===== src/rtl/sprite_pkg.sv =====
// Shared constants and types for the sprite ROM arbiter: shadow config record
// and the per-pixel tag that travels beside the ROM/LUT data pipeline.
package sprite_pkg;

    localparam int PIPE_LAT = 4;
    localparam int HCOUNT_W = 11;
    localparam int VCOUNT_W = 10;
    localparam int ID_W     = 3;

    typedef struct packed {
        logic [HCOUNT_W-1:0] x;
        logic [VCOUNT_W-1:0] y;
        logic                en;
        logic                frame;
    } sprite_cfg_t;

    typedef struct packed {
        logic            hit;
        logic [ID_W-1:0] id;
        logic [7:0]      index;
    } pixel_tag_t;

endpackage


===== src/rtl/sprite_hit_decode.sv =====
// Combinational box test of the current pixel against every shadow sprite,
// with a lowest-index-wins priority encoder and a multi-hit (overlap) flag.
module sprite_hit_decode
    import sprite_pkg::*;
#(
    parameter int NUM_SPRITES = 4,
    parameter int WIDTH       = 30,
    parameter int HEIGHT      = 45
) (
    input  logic [HCOUNT_W-1:0]    hcount,
    input  logic [VCOUNT_W-1:0]    vcount,
    input  sprite_cfg_t            cfg [NUM_SPRITES],
    output logic [NUM_SPRITES-1:0] hit_vec,
    output logic [ID_W-1:0]        win_id,
    output logic                   overlap
);

    logic [HCOUNT_W:0] x_end;
    logic [VCOUNT_W:0] y_end;

    // Right/bottom edges are one bit wider so a sprite near the screen edge cannot wrap.
    always_comb begin
        hit_vec = '0;
        x_end   = '0;
        y_end   = '0;
        for (int i = 0; i < NUM_SPRITES; i++) begin
            x_end = {1'b0, cfg[i].x} + (HCOUNT_W+1)'(WIDTH);
            y_end = {1'b0, cfg[i].y} + (VCOUNT_W+1)'(HEIGHT);
            hit_vec[i] = cfg[i].en
                      && (hcount >= cfg[i].x) && ({1'b0, hcount} < x_end)
                      && (vcount >= cfg[i].y) && ({1'b0, vcount} < y_end);
        end
    end

    always_comb begin
        win_id = '0;
        for (int i = NUM_SPRITES - 1; i >= 0; i--) begin
            if (hit_vec[i]) win_id = ID_W'(i);
        end
    end

    // Clearing the lowest set bit leaves something only when two or more hit.
    assign overlap = |(hit_vec & (hit_vec - NUM_SPRITES'(1)));

endmodule


===== src/rtl/sprite_rom_arbiter.sv =====
// Shares one sprite ROM and one R/G/B lookup set between NUM_SPRITES sprites.
// Define SPRITE_TRANSPARENT_KEY_EN to drop pixels whose colour index equals KEY_INDEX.
module sprite_rom_arbiter
    import sprite_pkg::*;
#(
    parameter int         NUM_SPRITES = 4,
    parameter int         WIDTH       = 30,
    parameter int         HEIGHT      = 45,
    parameter int         ADDR_W      = 20,
    parameter logic [7:0] KEY_INDEX   = 8'h00
) (
    input  logic                            pixel_clk,
    input  logic                            reset_n,
    input  logic [HCOUNT_W-1:0]             hcount,
    input  logic [VCOUNT_W-1:0]             vcount,
    input  logic                            frame_start,
    input  logic [HCOUNT_W*NUM_SPRITES-1:0] sprite_x,
    input  logic [VCOUNT_W*NUM_SPRITES-1:0] sprite_y,
    input  logic [NUM_SPRITES-1:0]          sprite_en,
    input  logic [NUM_SPRITES-1:0]          sprite_frame,
    output logic [ADDR_W-1:0]               rom_addr,
    input  logic [7:0]                      rom_data,
    output logic [7:0]                      lut_addr,
    input  logic [7:0]                      red_mapped,
    input  logic [7:0]                      green_mapped,
    input  logic [7:0]                      blue_mapped,
    output logic [23:0]                     pixel,
    output logic                            pixel_hit,
    output logic [ID_W-1:0]                 pixel_id,
    output logic                            overlap
);

`ifdef SPRITE_TRANSPARENT_KEY_EN
    localparam bit KEY_EN = 1'b1;
`else
    localparam bit KEY_EN = 1'b0;
`endif

    sprite_cfg_t            shadow [NUM_SPRITES];
    sprite_cfg_t            win_cfg;
    logic [NUM_SPRITES-1:0] hit_vec;
    logic [ID_W-1:0]        win_id;
    logic                   any_hit;
    logic                   overlap_now;
    logic [HCOUNT_W-1:0]    dx;
    logic [VCOUNT_W-1:0]    dy;
    logic [ADDR_W-1:0]      addr_next;
    pixel_tag_t             tag0, tag1, tag2, tag3, tag2_in;
    logic                   key_miss;
    logic                   pixel_ok;

    // Shadow set only changes on frame_start, so a frame is drawn from one consistent config.
    always_ff @(posedge pixel_clk or negedge reset_n) begin
        if (!reset_n) begin
            for (int i = 0; i < NUM_SPRITES; i++) shadow[i] <= '0;
        end else if (frame_start) begin
            for (int i = 0; i < NUM_SPRITES; i++) begin
                shadow[i].x     <= sprite_x[i*HCOUNT_W +: HCOUNT_W];
                shadow[i].y     <= sprite_y[i*VCOUNT_W +: VCOUNT_W];
                shadow[i].en    <= sprite_en[i];
                shadow[i].frame <= sprite_frame[i];
            end
        end
    end

    sprite_hit_decode #(
        .NUM_SPRITES(NUM_SPRITES),
        .WIDTH      (WIDTH),
        .HEIGHT     (HEIGHT)
    ) u_decode (
        .hcount (hcount),
        .vcount (vcount),
        .cfg    (shadow),
        .hit_vec(hit_vec),
        .win_id (win_id),
        .overlap(overlap_now)
    );

    assign any_hit = |hit_vec;

    always_comb begin
        win_cfg = '0;
        for (int i = 0; i < NUM_SPRITES; i++) begin
            if (win_id == ID_W'(i)) win_cfg = shadow[i];
        end
    end

    assign dx = hcount - win_cfg.x;
    assign dy = vcount - win_cfg.y;

    always_comb begin
        addr_next = ADDR_W'(dx) + ADDR_W'(dy) * ADDR_W'(WIDTH)
                  + (win_cfg.frame ? ADDR_W'(WIDTH * HEIGHT) : '0);
        if (!any_hit) addr_next = '0;
    end

    always_comb begin
        tag2_in       = tag1;
        tag2_in.index = rom_data;
    end

    assign key_miss = KEY_EN && (tag3.index == KEY_INDEX);
    assign pixel_ok = tag3.hit && !key_miss;

    // S0 address/tag, S2 ROM index, S4 mapped pixel; S1/S3 are the memories' read cycles.
    always_ff @(posedge pixel_clk or negedge reset_n) begin
        if (!reset_n) begin
            rom_addr  <= '0;
            lut_addr  <= '0;
            tag0      <= '0;
            tag1      <= '0;
            tag2      <= '0;
            tag3      <= '0;
            pixel     <= '0;
            pixel_hit <= 1'b0;
            pixel_id  <= '0;
        end else begin
            rom_addr  <= addr_next;
            tag0      <= '{hit: any_hit, id: win_id, index: 8'h00};
            tag1      <= tag0;
            lut_addr  <= rom_data;
            tag2      <= tag2_in;
            tag3      <= tag2;
            pixel     <= pixel_ok ? {red_mapped, green_mapped, blue_mapped} : 24'h0;
            pixel_hit <= pixel_ok;
            pixel_id  <= pixel_ok ? tag3.id : '0;
        end
    end

    // Clear on frame_start takes precedence over a same-cycle overlap.
    always_ff @(posedge pixel_clk or negedge reset_n) begin
        if (!reset_n) begin
            overlap <= 1'b0;
        end else if (frame_start) begin
            overlap <= 1'b0;
        end else if (overlap_now) begin
            overlap <= 1'b1;
        end
    end

endmodule


===== config.mk =====
export PLATFORM = sky130hd
export DESIGN_NAME = sprite_rom_arbiter
export DESIGN_NICKNAME = d
export VERILOG_FILES = /design/src/rtl/sprite_pkg.sv /design/src/rtl/sprite_hit_decode.sv /design/src/rtl/sprite_rom_arbiter.sv
export SDC_FILE = /design/constraint.sdc
export NUM_CORES = 1
export LEC_CHECK = 0
export CAP_MARGIN = 5
export CORE_MARGIN = 2
export CORE_UTILIZATION = 35
export DETAILED_ROUTE_END_ITERATION = 12
export GPL_ROUTABILITY_DRIVEN = 0
export PLACE_DENSITY = 0.59
export REMOVE_ABC_BUFFERS = 1
export SYNTH_ARGS = -nofsm -noshare
export SYNTH_HDL_FRONTEND = slang
export SYNTH_HIERARCHICAL = 1
export SYNTH_SLANG_ARGS = --single-unit

===== constraint.sdc =====
create_clock -name pixel_clk -period 23.3 [get_ports pixel_clk]
set_clock_uncertainty 0.2 [all_clocks]
set_input_delay 6.99 -clock pixel_clk [delete_from_list [all_inputs] [get_ports pixel_clk]]
set_output_delay 6.99 -clock pixel_clk [all_outputs]
set_load 0.005 [all_outputs]

==> flow_summary.rst <==
.. list-table::
   :header-rows: 1

   * - Metric
     - Value
   * - Run status
     - finished, final reports clean
   * - Sum of buffers and inverters on the critical path
     - 5
   * - Global-route usage over all layers
     - 17.5%
   * - Placed cell areas
     - 16000 um2
   * - Cell repeated most along the worst path
     - ha_1
   * - Overall routed net length
     - 34500 um
   * - Via count of the routed design
     - 10300
   * - CP Data Required Time
     - 23.44 ns
   * - Critical path capture point type
     - flop
   * - Total global routing overflow
     - 0
   * - Placed insts
     - 1991
   * - Routed len/inst
     - 17.0 um
   * - Port bufs
     - 200
   * - Highest cell delay on the worst timing path
     - 0.66 ns
   * - Fill count
     - 3617
   * - Slew Limit Headroom
     - 39.8%
   * - CP max FO
     - 27
   * - Sum of net half-perimeters after detailed placement
     - 27800 um
   * - Number of cells traversed by the worst hold path
     - 0
   * - Remaining routing DRC violations
     - 0
   * - Non-filler cells, final
     - 2023
   * - Leakage power total
     - 7.50 nW
   * - Final critical path time including I/O delays and setup
     - 16.01 ns
   * - Slack of the worst reg-to-reg path
     - 13.32 ns
   * - Die Height
     - 200 um
   * - CTS H-tree depth
     - 4
   * - Floorplan die area
     - 40000 um2
   * - Hold-critical path endpoint
     - pixel_ok$_DFF_PN0_
   * - Boundary pin count
     - 205
   * - Clock tree from TritonCTS
     - done
   * - Maximum number of pins on one net before global-route repair
     - 90
   * - Data arrival, critical path
     - 16.15 ns
   * - Total iterations of the first detailed-routing run
     - 5
   * - Commonest non-fill, non-tap cells in the layout
     - ha_1, clkdlybuf4s50_1, dfrtp_1
   * - Yosys reg bits
     - 161
   * - Sequential share of the synthesized area
     - 29.9%
   * - Post-synth EDFFs
     - 0
   * - Initial standard-cell utilization of the core
     - 35.7%
   * - Overall power consumption
     - 2.08 mW
   * - Critical Path Slowest Stage Cell
     - clkdlybuf4s50_1
   * - Worst min-delay path class
     - reg -> reg
   * - Period utilization
     - 68.7%
   * - Via/cell ratio
     - 5.09
   * - Origin of the critical flop-to-flop path
     - shadow[36]$_DFFE_PN0P_
   * - Ys Warns
     - 6
   * - Max-cap violations
     - 0
   * - Final layout net count
     - 1890
   * - Power density over cell area
     - 125 nW/um2
   * - Accumulated negative setup slack
     - 0 ns
   * - Area fraction of the dominant cell type after synthesis
     - 29.9%
   * - Post-CTS sizing
     - 0
   * - Final max-slew violation count
     - 0
   * - Iteration-0 DRC Markers
     - 522
   * - Cell types with the largest area share after synthesis
     - dfrtp_1, ha_1, mux2_2
   * - Most common cell after layout, fill and taps aside
     - ha_1
   * - Syn avg cell area
     - 10.4 um2
   * - Multi-input combinational cell area
     - 8860 um2
   * - Register area
     - 4030 um2
   * - Setup crit start kind
     - primary input
   * - Residual antenna-violating net count after detailed routing
     - 0
   * - Actual transition at the worst max-transition pin
     - 0.903 ns
   * - First-pass GRT wire length
     - 56200 um
   * - Number of diodes added for antenna fixing
     - 0
   * - Post-route standard cell area excluding fillers
     - 16600 um2
   * - Share of async-settable or async-resettable flops after synthesis
     - 100%
   * - Core region area
     - 37800 um2
   * - Number of hold buffers added after cts
     - 0
   * - Post-Syn Instances
     - 1299
   * - Clock latency at the later pin of the worst-skew pair
     - 0.45 ns
   * - Category of cells accounting for the largest share of critical-path delay
     - compound AO/OA/AOI/OAI gates
   * - Primary FF master, synth
     - dfrtp_1
   * - Die Wd
     - 200 um
   * - Destination of the worst register-to-register timing path
     - rom_addr[13]$_DFF_PN0_
   * - Number of distinct library cells after synthesis
     - 79
   * - Highest achievable clock rate
     - 62.4 MHz
   * - Combined area of all synthesized cells
     - 13500 um2
   * - Startpoint of the lowest-slack hold path
     - tag2[11]$_DFF_PN0_
   * - Final setup violation count
     - 0
   * - Cell row count
     - 71
   * - Start-to-end type of the worst setup path
     - in -> reg
   * - Cell at the root of the clock tree
     - clkbuf_16
   * - Setup fix buffers added after clock tree synthesis
     - 0
   * - Number of buffers created by CTS
     - 17
   * - Vias in the first global route
     - 10600
   * - VDD IR max
     - 197 uV
   * - Setup repair after global routing missed its margin
     - false
   * - Share of layout cells above drive strength 1
     - 12.4%
   * - Depth of the most critical reg-to-reg path
     - 41
   * - Clock-pin slew of the registers on the worst-case setup and hold paths
     - 0.07 ns
   * - CTS Sinks
     - 161
   * - Area grow syn2layout
     - 23.6%
   * - Final Hold Viols
     - 0
   * - Number of antenna violations at the first check in global routing
     - 0
   * - Dominant cell type by area after synthesis
     - dfrtp_1
   * - Worst hold slack across all endpoints
     - 0.148 ns
   * - CTS max path bufs
     - 2
## synthesized netlist by cell type, types with 4 or more instances
library cell / number
clkbuf_1: 18
a31oi_1: 5
or3_1: 7
a211oi_2: 4
mux4_2: 20
nor4_1: 10
and2_1: 32
inv_1: 126
or4_1: 4
nand2_1: 42
nand3_1: 19
fa_1: 17
o21ai_0: 40
nor3_1: 26
a21oi_1: 65
nand2b_1: 24
nor2b_1: 21
a211o_1: 8
buf_2: 4
or2_2: 4
and3_1: 4
xnor2_1: 81
ha_1: 226
nand4_1: 5
buf_4: 5
xor2_1: 17
o21a_1: 21
a211oi_1: 17
o221ai_1: 4
o211ai_1: 14
o2111ai_1: 5
o21ai_1: 8
nor2_1: 58
dfrtp_1: 161
mux2_2: 92
a21o_1: 23
## routing by layer
metal  GRT usage (%)  vias up  routed length, um
met5               0        -                  0
met2            28.8      219              16100
li1                -     5034                  -
met4            4.69        0                594
met1            23.5     5015              16200
met3            3.55       35               1610
## area by class of cell
type                       instances  area share [%]
tap                              511            3.84
timing repair buffer             205            12.3
inverter                         128            2.89
clock inverter                    15            1.01
clock buffer                      17            2.56
sequential                       161            24.2
multi-input combinational        986            53.2
## worst reg2reg max path: cells and delay by family (launching register included)
family | cells | cell delay (ns)
AOI/OAI and AO/OA | 14 | 3.22
adders and majority gates | 7 | 2.45
and+or+nand+nor | 9 | 1.51
xor gates and xnor gates | 5 | 1.08
buffers and inverters | 5 | 0.79
DFF | 1 | 0.46
muxes | 1 | 0.17
## logic make-up after synthesis
family,Yosys count,share of synthesized area [%]
compound gates,251,13.0
xor+xnor,102,6.94
fa+ha+maj,245,23.7
buf+inv,155,4.50
flops,161,29.9
mux,114,11.2
other cells,2,0.0558
simple gates,269,10.7
## state kept, by name, indices dropped and copies added, names as in the netlist
signal and flops:
lut_addr 8, overlap 1, pixel 24, pixel_hit 1
pixel_id 3, pixel_ok 1, rom_addr 16, shadow 92
tag0 4, tag1 4, tag2 4, tag3 3
## power by group
part	total [mW]	internal (mW)	switching, mW
sequential	0.341	0.308	0.0327
combinational	1.46	0.681	0.781
clock	0.279	0.143	0.135
total	2.08	1.13	0.949
## per-stage QoR
stage          util [%]  setup slack (ns)
6_report           44.1              7.29
5_1_grt            44.1              6.39
4_1_cts            44.1              7.28
3_5_place_dp       42.5              6.80
3_3_place_gp       42.5              6.95
2_1_floorplan         -              7.16
## how the worst max path moves through the flow
stage,endpoint,depth (start not counted),from
floorplan,rom_addr[15]$_DFF_PN0_,33,vcount[0]
global placement,rom_addr[13]$_DFF_PN0_,37,hcount[4]
detailed placement,rom_addr[13]$_DFF_PN0_,37,hcount[4]
CTS,rom_addr[13]$_DFF_PN0_,37,hcount[4]
global route,rom_addr[13]$_DFF_PN0_,37,hcount[5]
finish,rom_addr[13]$_DFF_PN0_,37,hcount[4]
(Power assumes the default switching activity.)
